**config.mk**
```make
export PLATFORM = sky130hd
export DESIGN_NAME = tone_stream_writer
export DESIGN_NICKNAME = d
export VERILOG_FILES = /design/src/rtl/tone_stream_writer_pkg.sv /design/src/rtl/tone_stream_writer_sample_scaler.sv /design/src/rtl/tone_stream_writer.sv
export SDC_FILE = /design/constraint.sdc
export NUM_CORES = 1
export LEC_CHECK = 0
export ABC_AREA = 1
export BUFFER_PORTS_ARGS = -buffer_cell sky130_fd_sc_hd__buf_4
export CAP_MARGIN = 15
export CORE_MARGIN = 10
export CORE_UTILIZATION = 45
export CTS_BUF_LIST = sky130_fd_sc_hd__clkbuf_8
export DETAILED_ROUTE_END_ITERATION = 10
export PLACE_DENSITY_LB_ADDON = 0.2
export SYNTH_ARGS = -nofsm -noshare
export SYNTH_HDL_FRONTEND = slang
export SYNTH_SLANG_ARGS = --single-unit
```
**constraint.sdc**
```tcl
create_clock -name clk -period 5.4 [get_ports clk]
set_input_delay 0.54 -clock clk [delete_from_list [all_inputs] [get_ports clk]]
set_output_delay 0.54 -clock clk [all_outputs]
set_load 0.05 [all_outputs]
```
**src/rtl/tone_stream_writer_pkg.sv**
```systemverilog
// Shared types and default widths for the tone stream writer.
package tone_stream_writer_pkg;

   localparam int DATA_W_DEF    = 24;
   localparam int GAIN_W_DEF    = 8;
   localparam int FADE_STEP_DEF = 16;
   localparam int DUR_W_DEF     = 20;

   typedef enum logic [1:0] {IDLE, FADE_IN, SUSTAIN, FADE_OUT} env_state_t;
   typedef enum logic [1:0] {S_REQ, S_MUL, S_WR} path_state_t;
   typedef logic signed [DATA_W_DEF-1:0] sample_t;

endpackage

```
**src/rtl/tone_stream_writer_sample_scaler.sv**
```systemverilog
// Registered signed sample * unsigned gain, scaled back by 2**GAIN_W with floor rounding.
module tone_stream_writer_sample_scaler #(
   parameter int DATA_W = 24,
   parameter int GAIN_W = 8
) (
   input  logic                     clk,
   input  logic                     reset,
   input  logic                     en,
   input  logic signed [DATA_W-1:0] sample,
   input  logic        [GAIN_W:0]   gain,
   output logic signed [DATA_W-1:0] scaled
);

   localparam int PROD_W = DATA_W + GAIN_W + 1;

   logic signed [PROD_W-1:0] sample_ext;
   logic signed [PROD_W-1:0] gain_ext;
   logic signed [PROD_W-1:0] product;

   assign sample_ext = PROD_W'(sample);
   assign gain_ext   = PROD_W'($signed({1'b0, gain}));
   assign product    = sample_ext * gain_ext;

   // Arithmetic shift floors negative results; unity gain is exact.
   always_ff @(posedge clk) begin
      if (reset) begin
         scaled <= '0;
      end else if (en) begin
         scaled <= DATA_W'(product >>> GAIN_W);
      end
   end

endmodule

```
**src/rtl/tone_stream_writer.sv**
```systemverilog
// Pulls generator samples, applies a linear fade envelope and optional duration,
// and writes each scaled sample to both codec channels.
//
// state     | meaning
// IDLE      | silent, gain 0, waiting for play
// FADE_IN   | gain rises by FADE_STEP per written sample
// SUSTAIN   | unity gain
// FADE_OUT  | gain falls by FADE_STEP; the gain-0 write returns to IDLE
// S_REQ     | capture sample and gain, advance generator
// S_MUL     | multiply
// S_WR      | hold write until the codec accepts it
module tone_stream_writer
   import tone_stream_writer_pkg::*;
#(
   parameter int DATA_W    = DATA_W_DEF,
   parameter int GAIN_W    = GAIN_W_DEF,
   parameter int FADE_STEP = FADE_STEP_DEF,
   parameter int DUR_W     = DUR_W_DEF
) (
   input  logic                     clk,
   input  logic                     reset,
   input  logic                     play,
   input  logic        [DUR_W-1:0]  duration,
   input  logic signed [DATA_W-1:0] sample_in,
   output logic                     sample_en,
   input  logic                     write_ready,
   output logic                     write,
   output logic signed [DATA_W-1:0] writedata_left,
   output logic signed [DATA_W-1:0] writedata_right,
   output logic                     busy,
   output logic                     done
);

   localparam logic [GAIN_W:0] UNITY = (GAIN_W+1)'(2**GAIN_W);
   localparam logic [GAIN_W:0] STEP  = (GAIN_W+1)'(FADE_STEP);

   env_state_t               env;
   path_state_t              path;
   logic [GAIN_W:0]          gain;
   logic [GAIN_W:0]          gain_cap;
   logic [DUR_W-1:0]         count;
   logic [DUR_W-1:0]         dur_q;
   logic signed [DATA_W-1:0] sample_q;
   logic signed [DATA_W-1:0] scaled;
   logic [GAIN_W+1:0]        gain_inc;
   logic [GAIN_W:0]          gain_dec;
   logic [DUR_W:0]           count_inc;
   logic                     release_now;

   assign gain_inc    = {1'b0, gain} + {1'b0, STEP};
   assign gain_dec    = (gain > STEP) ? gain - STEP : '0;
   assign count_inc   = {1'b0, count} + (DUR_W+1)'(1);
   // count_inc is one bit wider so a saturated count still ends a timed tone.
   assign release_now = !play || ((dur_q != '0) && (count_inc >= {1'b0, dur_q}));

   always_ff @(posedge clk) begin
      if (reset) begin
         env       <= IDLE;
         path      <= S_REQ;
         gain      <= '0;
         gain_cap  <= '0;
         count     <= '0;
         dur_q     <= '0;
         sample_q  <= '0;
         sample_en <= 1'b0;
         write     <= 1'b0;
         done      <= 1'b0;
      end else begin
         sample_en <= 1'b0;
         done      <= 1'b0;
         if (env == IDLE) begin
            path <= S_REQ;
            if (play) begin
               env   <= FADE_IN;
               dur_q <= duration;
               gain  <= '0;
               count <= '0;
            end
         end else begin
            case (path)
               S_REQ: begin
                  sample_q  <= sample_in;
                  gain_cap  <= gain;
                  sample_en <= 1'b1;
                  path      <= S_MUL;
               end
               S_MUL: begin
                  write <= 1'b1;
                  path  <= S_WR;
               end
               S_WR: begin
                  if (write_ready) begin
                     write <= 1'b0;
                     path  <= S_REQ;
                     if (count != '1) count <= count + DUR_W'(1);
                     if (env == FADE_OUT) begin
                        if (gain == '0) begin
                           env   <= IDLE;
                           done  <= 1'b1;
                           count <= '0;
                        end else begin
                           gain <= gain_dec;
                        end
                     end else if (release_now) begin
                        env  <= FADE_OUT;
                        gain <= gain_dec;
                     end else if (gain_inc >= {1'b0, UNITY}) begin
                        env  <= SUSTAIN;
                        gain <= UNITY;
                     end else begin
                        gain <= gain_inc[GAIN_W:0];
                     end
                  end
               end
               default: path <= S_REQ;
            endcase
         end
      end
   end

   tone_stream_writer_sample_scaler #(
      .DATA_W (DATA_W),
      .GAIN_W (GAIN_W)
   ) u_scaler (
      .clk    (clk),
      .reset  (reset),
      .en     (path == S_MUL),
      .sample (sample_q),
      .gain   (gain_cap),
      .scaled (scaled)
   );

   assign writedata_left  = scaled;
   assign writedata_right = scaled;
   assign busy            = (env != IDLE);

endmodule

```
Word-level counts from Yosys, hierarchy flattened
Index checks and enable logic that the tools add are counted.
{"block": "classes", "shifts": 0, "eq_ne": 8, "reduce_logical": 20, "n_mul": 1, "n_lt_le_gt_ge": 3, "n_addsub": 4, "n_bitwise": 4, "n_div": 0, "n_mux": 30}
{"cell": "two-way mux 20 bit", "count": 7}
{"cell": "two-way mux 9 bit", "count": 9}
{"cell": "multiplier 24 x 10 -> 32 bit", "count": 1}
{"cell": "adder 20 x 1 -> 21 bit, second input constant", "count": 1}
{"cell": "greater-or-equal comparator 21 x 20 -> 1 bit", "count": 1}
{"cell": "adder 20 x 1 -> 20 bit, second input constant", "count": 1}
{"cell": "inequality test 20 bit, second input constant", "count": 1}
{"cell": "nonzero test 20 bit", "count": 1}
{"cell": "two-way mux 2 bit", "count": 9}
{"cell": "adder 9 x 5 -> 10 bit, second input constant", "count": 1}
{"cell": "greater-or-equal comparator 10 x 9 -> 1 bit, second input constant", "count": 1}
{"cell": "> comparator 9 x 5 -> 1 bit, second input constant", "count": 1}
{"cell": "zero test 9 bit", "count": 1}
{"cell": "subtractor 9 x 5 -> 9 bit, second input constant", "count": 1}
{"cell": "nonzero test 2 bit", "count": 4}
{"cell": "one-hot mux 2 bit (3 select lines)", "count": 1}
{"cell": "AND reduction 3 bit", "count": 2}
{"cell": "AND reduction 5 bit", "count": 1}
{"cell": "OR reduction 5 bit", "count": 1}
{"cell": "== test 2 bit, second input constant", "count": 2}
{"cell": "zero test 2 bit", "count": 2}
{"cell": "inequality test 2 bit, second input constant", "count": 2}
{"cell": "NOT 1 bit", "count": 4}
{"cell": "AND reduction 2 bit", "count": 2}
{"cell": "11 further kinds", "count": 13}
{"block": "totals", "elab_cells": 81, "mem_bits_rw": 0, "out_inout_bits": 52, "regBits": 113, "latchBits": 0, "romBits": 0, "mem_count": 0}

Longest topological paths before layout
Gate-level depths: netlist of run 1.
{"block": "depth", "ltp_word": 9, "ltp_mapped": 26}

Modules after synthesis
A second synthesis of run 1 with hierarchy kept.
{"block": "hier_totals", "cells_unflattened": 2012, "area_unflattened_um2": 13895.8}
{"mod": "tone_stream_writer_sample_scaler", "cells_each": 1350, "seq_area_each_um2": 480.5, "area_per_inst_um2": 9102.5, "n_inst": 1}
{"mod": "tone_stream_writer", "cells_each": 662, "seq_area_each_um2": 1781.7, "area_per_inst_um2": 4793.3, "n_inst": 1}

Least setup slack after synthesis of run 1
No wires, ideal clock.
{"block": "synth_timing", "kind": "register -> register", "from": "register gain_cap[3]", "to": "register u_scaler.scaled[19]", "required_ns": 5.285, "synth_period_minus_slack_ns": 5.154, "setup_time_ns": 0.115, "stages_incl_launch_ff": 23, "path_slack_ns": 0.246, "t_arrival_ns": 5.038, "path_cell_list": "dfxtp_1 > clkbuf_1 > clkbuf_1 > nand2_1 > fa_1 > inv_1 > fa_1 > fa_1 > fa_1 > inv_1 > fa_1 > inv_1 > ha_1 > a21oi_1 > inv_1 > a31oi_1 > nor2_1 > nor2_1 > nand3_1 > a21o_1 > xor2_1 > o21ai_0 > inv_1"}
{"block": "synth_between", "elab_chain_cells": 1}
{"element": "from (decl)", "line_no": "tone_stream_writer.sv:40", "text": "logic [GAIN_W:0] gain_cap;"}
{"element": "from (signal assigned)", "line_no": "tone_stream_writer.sv:83", "text": "gain_cap <= gain;"}
{"element": "multiplier 24 x 10 -> 32 bit", "line_no": "tone_stream_writer_sample_scaler.sv:22", "text": "assign product = sample_ext * gain_ext;"}
{"element": "to (signal assigned)", "line_no": "tone_stream_writer_sample_scaler.sv:29", "text": "scaled <= DATA_W'(product >>> GAIN_W);"}
{"element": "to (decl)", "line_no": "tone_stream_writer_sample_scaler.sv:11", "text": "output logic signed [DATA_W-1:0] scaled"}
No other way between the ends.
A chain may end at the register's enable or synchronous reset.

Worst setup path in the final report of run 1
{"block": "layout_timing", "from": "register gain_cap[3]", "to": "register u_scaler.scaled[17]"}
Same word-level chain as after synthesis.

==> flow_summary.ini, run 1 <==
[floorplan]
top_level_ports = 100
initial_core_util = 0.460
die_x_um = 192
die-area_mm2 = 0.0369
core_area_mm2 = 0.0290
die_y_um = 192
fp-row-count = 62

[layout]
nets = 2276
fillers = 2826
diodes = 0
area_delta_synth_final_pct = 17.1
drive_gt1_frac = 0.162

[logic_synthesis]
synth_largest_area_cell = fa_1
muxShareOfSynthArea = 0
seq_area_frac_synth = 0.169
post-synth-top-area-fraction = 0.255
synth_edf_count = 0
synthCells = 1818
synthArstFlopShare = 0
synth_area_leaders = fa_1 25%, dfxtp_1 17%, inv_1 12%, nand2_1 9.6%, ha_1 9.1%
synth_xor_area_frac = 0.0262
synthesis.area_mm2 = 0.0133
synth_seq_cells = 113
yosys.area_share.simple = 0.196
synth.avg_cell_area_um2 = 7.34
synth_flop_cell = dfxtp_1
synth_compound_area_frac = 0.105
syn-num-nets = 2133
synth_fa_ha_area_frac = 0.346
yosys_warnings = 0
synth_cell_types = 48
synth_top_family_by_area = adder cells

[placement]
dp_hpwl_um = 29000
gp_congestion = 0.891
port_buffers = 99
pre_cts_slack_ns = 0.184

[global_routing]
grt_pass1_wl_um = 59400
antenna_found_initial = 0
track_usage = 0.201
grt_use_met3 = 0.0357
use_met2 = 0.367
grtUsageMet1 = 0.225
grt_max_degree = 68
top_usage_layer = met2
grt_pass1_vias = 12200
grt_overflow_total = 0

[worst_setup_path]
cp-end-kind = flop
critPathMaxFanout = 21
crit_chain = buf_12, nand2_1, fa_1, inv_1, fa_1, fa_1, fa_1, inv_1, fa_1, inv_1, ha_1, a21o_1, a31oi_1, o21ai_1, a221oi_1, a21oi_1, nor2_1, nand2_1, nand2_1, inv_1
reg2regPathDepth = 20
critical-path-slowest-cell = fa_1
cp.arrival_ns = 5.52
r2r_slack_ns = 0.26
max_stage_delay_ns = 0.56
cpMostUsedCell = fa_1
crit_start = gain_cap[3]
critical_path.startpoint_type = flop
crit_family = adder cells
worst-setup-path-type = reg2reg
r2r_start = gain_cap[3]
path_buf_inv = 5
r2r_end = u_scaler.scaled[17]
required_ns = 5.78

[timing]
worstMarginPinSlew_ns = 1.11
finalCriticalPeriod_ns = 5.14
setup_violations = 0
post-route-period-util = 0.953
fmax_mhz = 194
setup_ws_ns = 0.256
hold_viol = 0
skew_ns = 0.0169
rsz0062_at_grt = true
hold_ws_ns = 0.306
drv_slew = 0
tns_ns = 0
relSlewSlack = 0.261

[drt]
firstDrtPassIters = 7
routedWlPerCell_um = 15.2
viasPerCell = 4.92
drcViolationCount = 0
ant_nets = 0
via_count = 11600
totalWireLength_um = 35900
drt_iter0_drc = 583

[clock_network]
cts.sinks = 113
cts_tree = built
path_clk_slew_ns = 0.09
cts_buffers = 17
clock_latency_ns = 0.47
cts_root_buffer = clkbuf_8
h-tree-depth = 4
cts_buffer_depth = 2

[run]
cap_violations = 0

[power]
powerDensity_mw_per_mm2 = 435
ir_drop_mv = 0.263
leakagePower_nw = 9.04
p_total_mw = 6.80

[hold_path]
whs_endpoint = dur_q[0]
hold_start = duration[0]
hold_path_class = in2reg
whs_path_depth = 3

[outcome]
status = completed
[state kept, by name, summed over array words and instances, names as in the netlist]
| signal | flops |
|---|---|
| path | 2 |
| env | 2 |
| sample_q | 24 |
| count | 20 |
| done | 1 |
| gain | 9 |
| gain_cap | 9 |
| sample_en | 1 |
| u_scaler.scaled | 24 |
| dur_q | 20 |
| write | 1 |
[where the power goes]
group / total, mW / internal [mW] / switching (mW)
clock: 0.871 / 0.442 / 0.429
combinational: 4.59 / 1.80 / 2.79
sequential: 1.33 / 1.05 / 0.281
[final cells by class]
type                    instances  area [µm²]  area share
clock inverters                13         151     0.00969
flip-flops and latches        113        2280       0.146
multi-input cells            1173        9050       0.579
repair buffers                227        1790       0.115
inverters                     429        1610       0.103
well taps                     384         480      0.0308
clock buffers                  19         262      0.0167
[through the flow]
| stage | std cells | util | cell area (µm²) |
|---|---|---|---|
| 2_1_floorplan | 1818 | - | 13300 |
| 5_1_grt | 2358 | 0.538 | 15600 |
| 3_3_place_gp | 2324 | 0.521 | 15100 |
| 3_5_place_dp | 2324 | 0.521 | 15100 |
| 4_1_cts | 2356 | 0.535 | 15500 |
| 6_report | 2358 | 0.538 | 15600 |
[cells in the final DEF, fill, tap and decap left out, drive strengths merged]
master,netlist,layout
nor4,9,9
clkinv,2,6
nand3b,1,1
a21o,9,9
a22oi,1,1
xor2,29,29
bufinv,0,2
nand4,26,26
fa,170,170
clkinvlp,0,3
nor3b,1,1
a31o,2,2
nand2,345,345
a211oi,8,8
ha,97,97
nand3,45,45
a221oi,1,1
a21oi,95,95
buf,33,227
o21bai,3,3
clkbuf,70,19
nor2,173,173
o221ai,4,4
o2111ai,1,1
dfxtp,113,113
inv,427,431
o21ai,107,107
o211ai,7,7
or2,3,3
xnor2,11,11
o21a,1,1
a31oi,14,14
nor3,10,10
[cells by family after synthesis]
family | count (synthesis)
compound gates | 253
xor+xnor | 40
fa+ha+maj | 267
buf+inv | 532
flops | 113
simple gates | 613
[how the worst max path moves through the flow]
stage | to | slack [ns] | cells past startpoint
CTS | u_scaler.scaled[13] | 0.13 | 20
detailed placement | u_scaler.scaled[13] | 0.18 | 20
finish | u_scaler.scaled[17] | 0.26 | 20
global placement | u_scaler.scaled[11] | 0.16 | 20
global route | u_scaler.scaled[10] | -0.03 | 22
floorplan | u_scaler.scaled[19] | 0.25 | 22
[routing by layer]
metal,vias to the layer above,part of all wire
li1,5771,-
met1,5561,0.41
met2,205,0.51
met3,74,0.037
met4,0,0.039
met5,-,0
[Yosys cell counts (2+ instances only)]
| cell | number |
|---|---|
| buf_4 | 25 |
| a211oi_1 | 8 |
| or2_2 | 3 |
| inv_1 | 422 |
| o21ai_2 | 3 |
| nand4_4 | 2 |
| o21ai_0 | 101 |
| nand2_1 | 342 |
| nor3_1 | 7 |
| buf_2 | 4 |
| fa_1 | 170 |
| ha_1 | 97 |
| buf_1 | 3 |
| nand3_2 | 4 |
| a21o_1 | 9 |
| nor2_1 | 166 |
| nor4_1 | 9 |
| o21ai_1 | 3 |
| inv_2 | 5 |
| dfxtp_1 | 113 |
| nand4_1 | 23 |
| a21oi_1 | 94 |
| clkbuf_1 | 70 |
| xnor2_1 | 11 |
| o211ai_1 | 7 |
| o221ai_1 | 4 |
| nand3_1 | 41 |
| nor2_2 | 4 |
| o21bai_1 | 3 |
| xor2_1 | 29 |
| a31oi_1 | 14 |
| nand2_4 | 2 |
| a31o_2 | 2 |
| nor3_2 | 2 |
| nor2_4 | 3 |
[repair_timing]
item / CTS / global route
setup endpoints to repair: 0 / 17
buffers inserted: 0 / 2
gates resized for setup: 0 / 28
hold buffers: 0 / 0
[worst reg2reg max path: cells and delay by family (launching register included)]
| family | cells | cell delay (ns) |
|---|---|---|
| buffers and inverters | 5 | 0.36 |
| DFF | 1 | 0.36 |
| adders and majority gates | 6 | 2.92 |
| and+or+nand+nor | 4 | 0.30 |
| AOI/OAI and AO/OA | 5 | 1.10 |
Power figures use the tool's default switching activity.
==> run 2: changes to the inputs <==
--- a/config.mk
+++ b/config.mk
@@ -13,6 +13,8 @@
 export CTS_BUF_LIST = sky130_fd_sc_hd__clkbuf_8
 export DETAILED_ROUTE_END_ITERATION = 10
 export PLACE_DENSITY_LB_ADDON = 0.2
+export RECOVER_POWER = 100
+export SETUP_SLACK_MARGIN = 0.2
 export SYNTH_ARGS = -nofsm -noshare
 export SYNTH_HDL_FRONTEND = slang
 export SYNTH_SLANG_ARGS = --single-unit
==> run 2 against run 1 <==
The run now ends with max-capacitance violations, max-slew violations left. First-iteration DRC count fell by 7.4%. Total power is 2.8% higher. Fmax up 1.1%. Sequential cell count unchanged. Sequential power about the same. Routed wire length increased by 2.1%. Critical path type unchanged. Largest power group unchanged.
==> flow_summary.ini, run 2 (synthesized netlist as in run 1, its figures left out) <==
[outcome]
status = finished with violations
violations = max-capacitance violations, max-slew violations

[global_routing]
grt_overflow_total = 0
grt_max_degree = 68
grt_pass1_wl_um = 59400
antenna_found_initial = 0
grt_pass1_vias = 12200
track_usage = 0.201

[power]
ir_drop_mv = 0.259
powerDensity_mw_per_mm2 = 443
p_total_mw = 6.99
leakagePower_nw = 8.84

[floorplan]
core_area_mm2 = 0.0290
initial_core_util = 0.460
die-area_mm2 = 0.0369
die_x_um = 192
die_y_um = 192
fp-row-count = 62
top_level_ports = 100

[placement]
placedCellCount = 2324
gp_congestion = 0.891
dp_hpwl_um = 29000
port_buffers = 99
dpl-instance-area_mm2 = 0.0151
pre_cts_slack_ns = 0.184

[drt]
routedWlPerCell_um = 15.5
drcViolationCount = 0
totalWireLength_um = 36600
via_count = 11700
firstDrtPassIters = 6
viasPerCell = 4.95
ant_nets = 0
drt_iter0_drc = 540

[clock_network]
cts.sinks = 113
cts_root_buffer = clkbuf_8
cts_buffer_depth = 2
cts_buffers = 17
clock_latency_ns = 0.48
cts_tree = built
h-tree-depth = 4
path_clk_slew_ns = 0.09
postCtsHoldBufs = 0

[timing]
fmax_mhz = 197
worstMarginPinSlew_ns = 2.01
rsz0062_at_grt = true
setup_ws_ns = 0.314
finalCriticalPeriod_ns = 5.09
tns_ns = 0
setup_violations = 0
skew_ns = 0.0162
relSlewSlack = -0.337
drv_slew = 134
hold_viol = 0
post-route-period-util = 0.942

[worst_setup_path]
critical-path-slowest-cell = fa_1
cp.arrival_ns = 5.50
crit_start = gain_cap[3]
worst-setup-path-type = reg2reg
critical_path.startpoint_type = flop
r2r_start = gain_cap[3]
cp-end-kind = flop
max_stage_delay_ns = 0.55
cpMostUsedCell = fa_1
crit_chain = buf_12, nand2_1, fa_1, inv_1, fa_1, fa_1, fa_1, inv_1, fa_1, inv_1, ha_4, buf_4, nand2_1, nor2_2, inv_2, nor3_4, a21oi_1, or2_2, a21o_1, nand3_1, o211ai_1, inv_1
required_ns = 5.82
critPathMaxFanout = 11
path_buf_inv = 7
crit_family = adder cells

[layout]
layout.cells.non_filler = 2366
reg_top3 = sample_q x24, u_scaler.scaled x24
nets = 2284
drive_gt1_frac = 0.160
area_delta_synth_final_pct = 18.2
finalInstanceArea_mm2 = 0.0158
final_common_cell = inv_1
diodes = 0
layout_common_cells = 419 x inv_1, 338 x nand2_1, 168 x fa_1

[hold_path]
hold_path_class = in2reg
hold_start = duration[0]

[run]
cap_violations = 3
run 2: repair_timing:
item                                    4_1_cts  5_1_grt
cloned                                        0        3
pin swaps                                     0       37
resized for setup                             9       97
buffers inserted                              0        7
endpoints found under the setup margin        6       20
run 2: final cells by class:
cell class,instances,area [µm²]
repair buffers,235,1700
flip-flops and latches,113,2300
well taps,384,480
inverters,429,1610
fillers,2854,13200
clock buffers,19,262
multi-input cells,1173,9260
clock inverters,13,151
run 2: worst paths after layout:
check	endpoint	slack (ns)	cells after the start
setup / recovery	u_scaler.scaled[11]	0.31	22
hold / removal	dur_q[0]	0.30	3
setup reg to reg	u_scaler.scaled[11]	0.31	22
hold reg to reg	gain[3]	0.48	2
run 2: tightest hold or removal path, stage by stage:
cell and delay [ns]:
buf_4 0.07, o21ai_0 0.07, nor2_1 0.07
run 2: report_power, final:
| group | internal [mW] | leakage [nW] | switching [mW] |
|---|---|---|---|
| sequential | 1.06 | 0.937 | 0.286 |
| combinational | 1.86 | 7.70 | 2.91 |
| clock | 0.442 | 0.201 | 0.429 |
run 2: routing by layer:
layer | vias up | routed length, µm | track usage
met2 | 181 | 18900 | 0.367
met1 | 5660 | 15100 | 0.225
met5 | - | 0 | 0
met4 | 0 | 1240 | 0.0865
li1 | 5794 | - | -
met3 | 70 | 1320 | 0.0357
run 2: metrics by stage:
| step | hold slack, ns | utilization |
|---|---|---|
| floorplan | 0.447 | - |
| detailed placement | 0.468 | 0.521 |
| global route | 0.290 | 0.544 |
| finish | 0.305 | 0.544 |
| global placement | 0.462 | 0.521 |
| CTS | 0.280 | 0.536 |
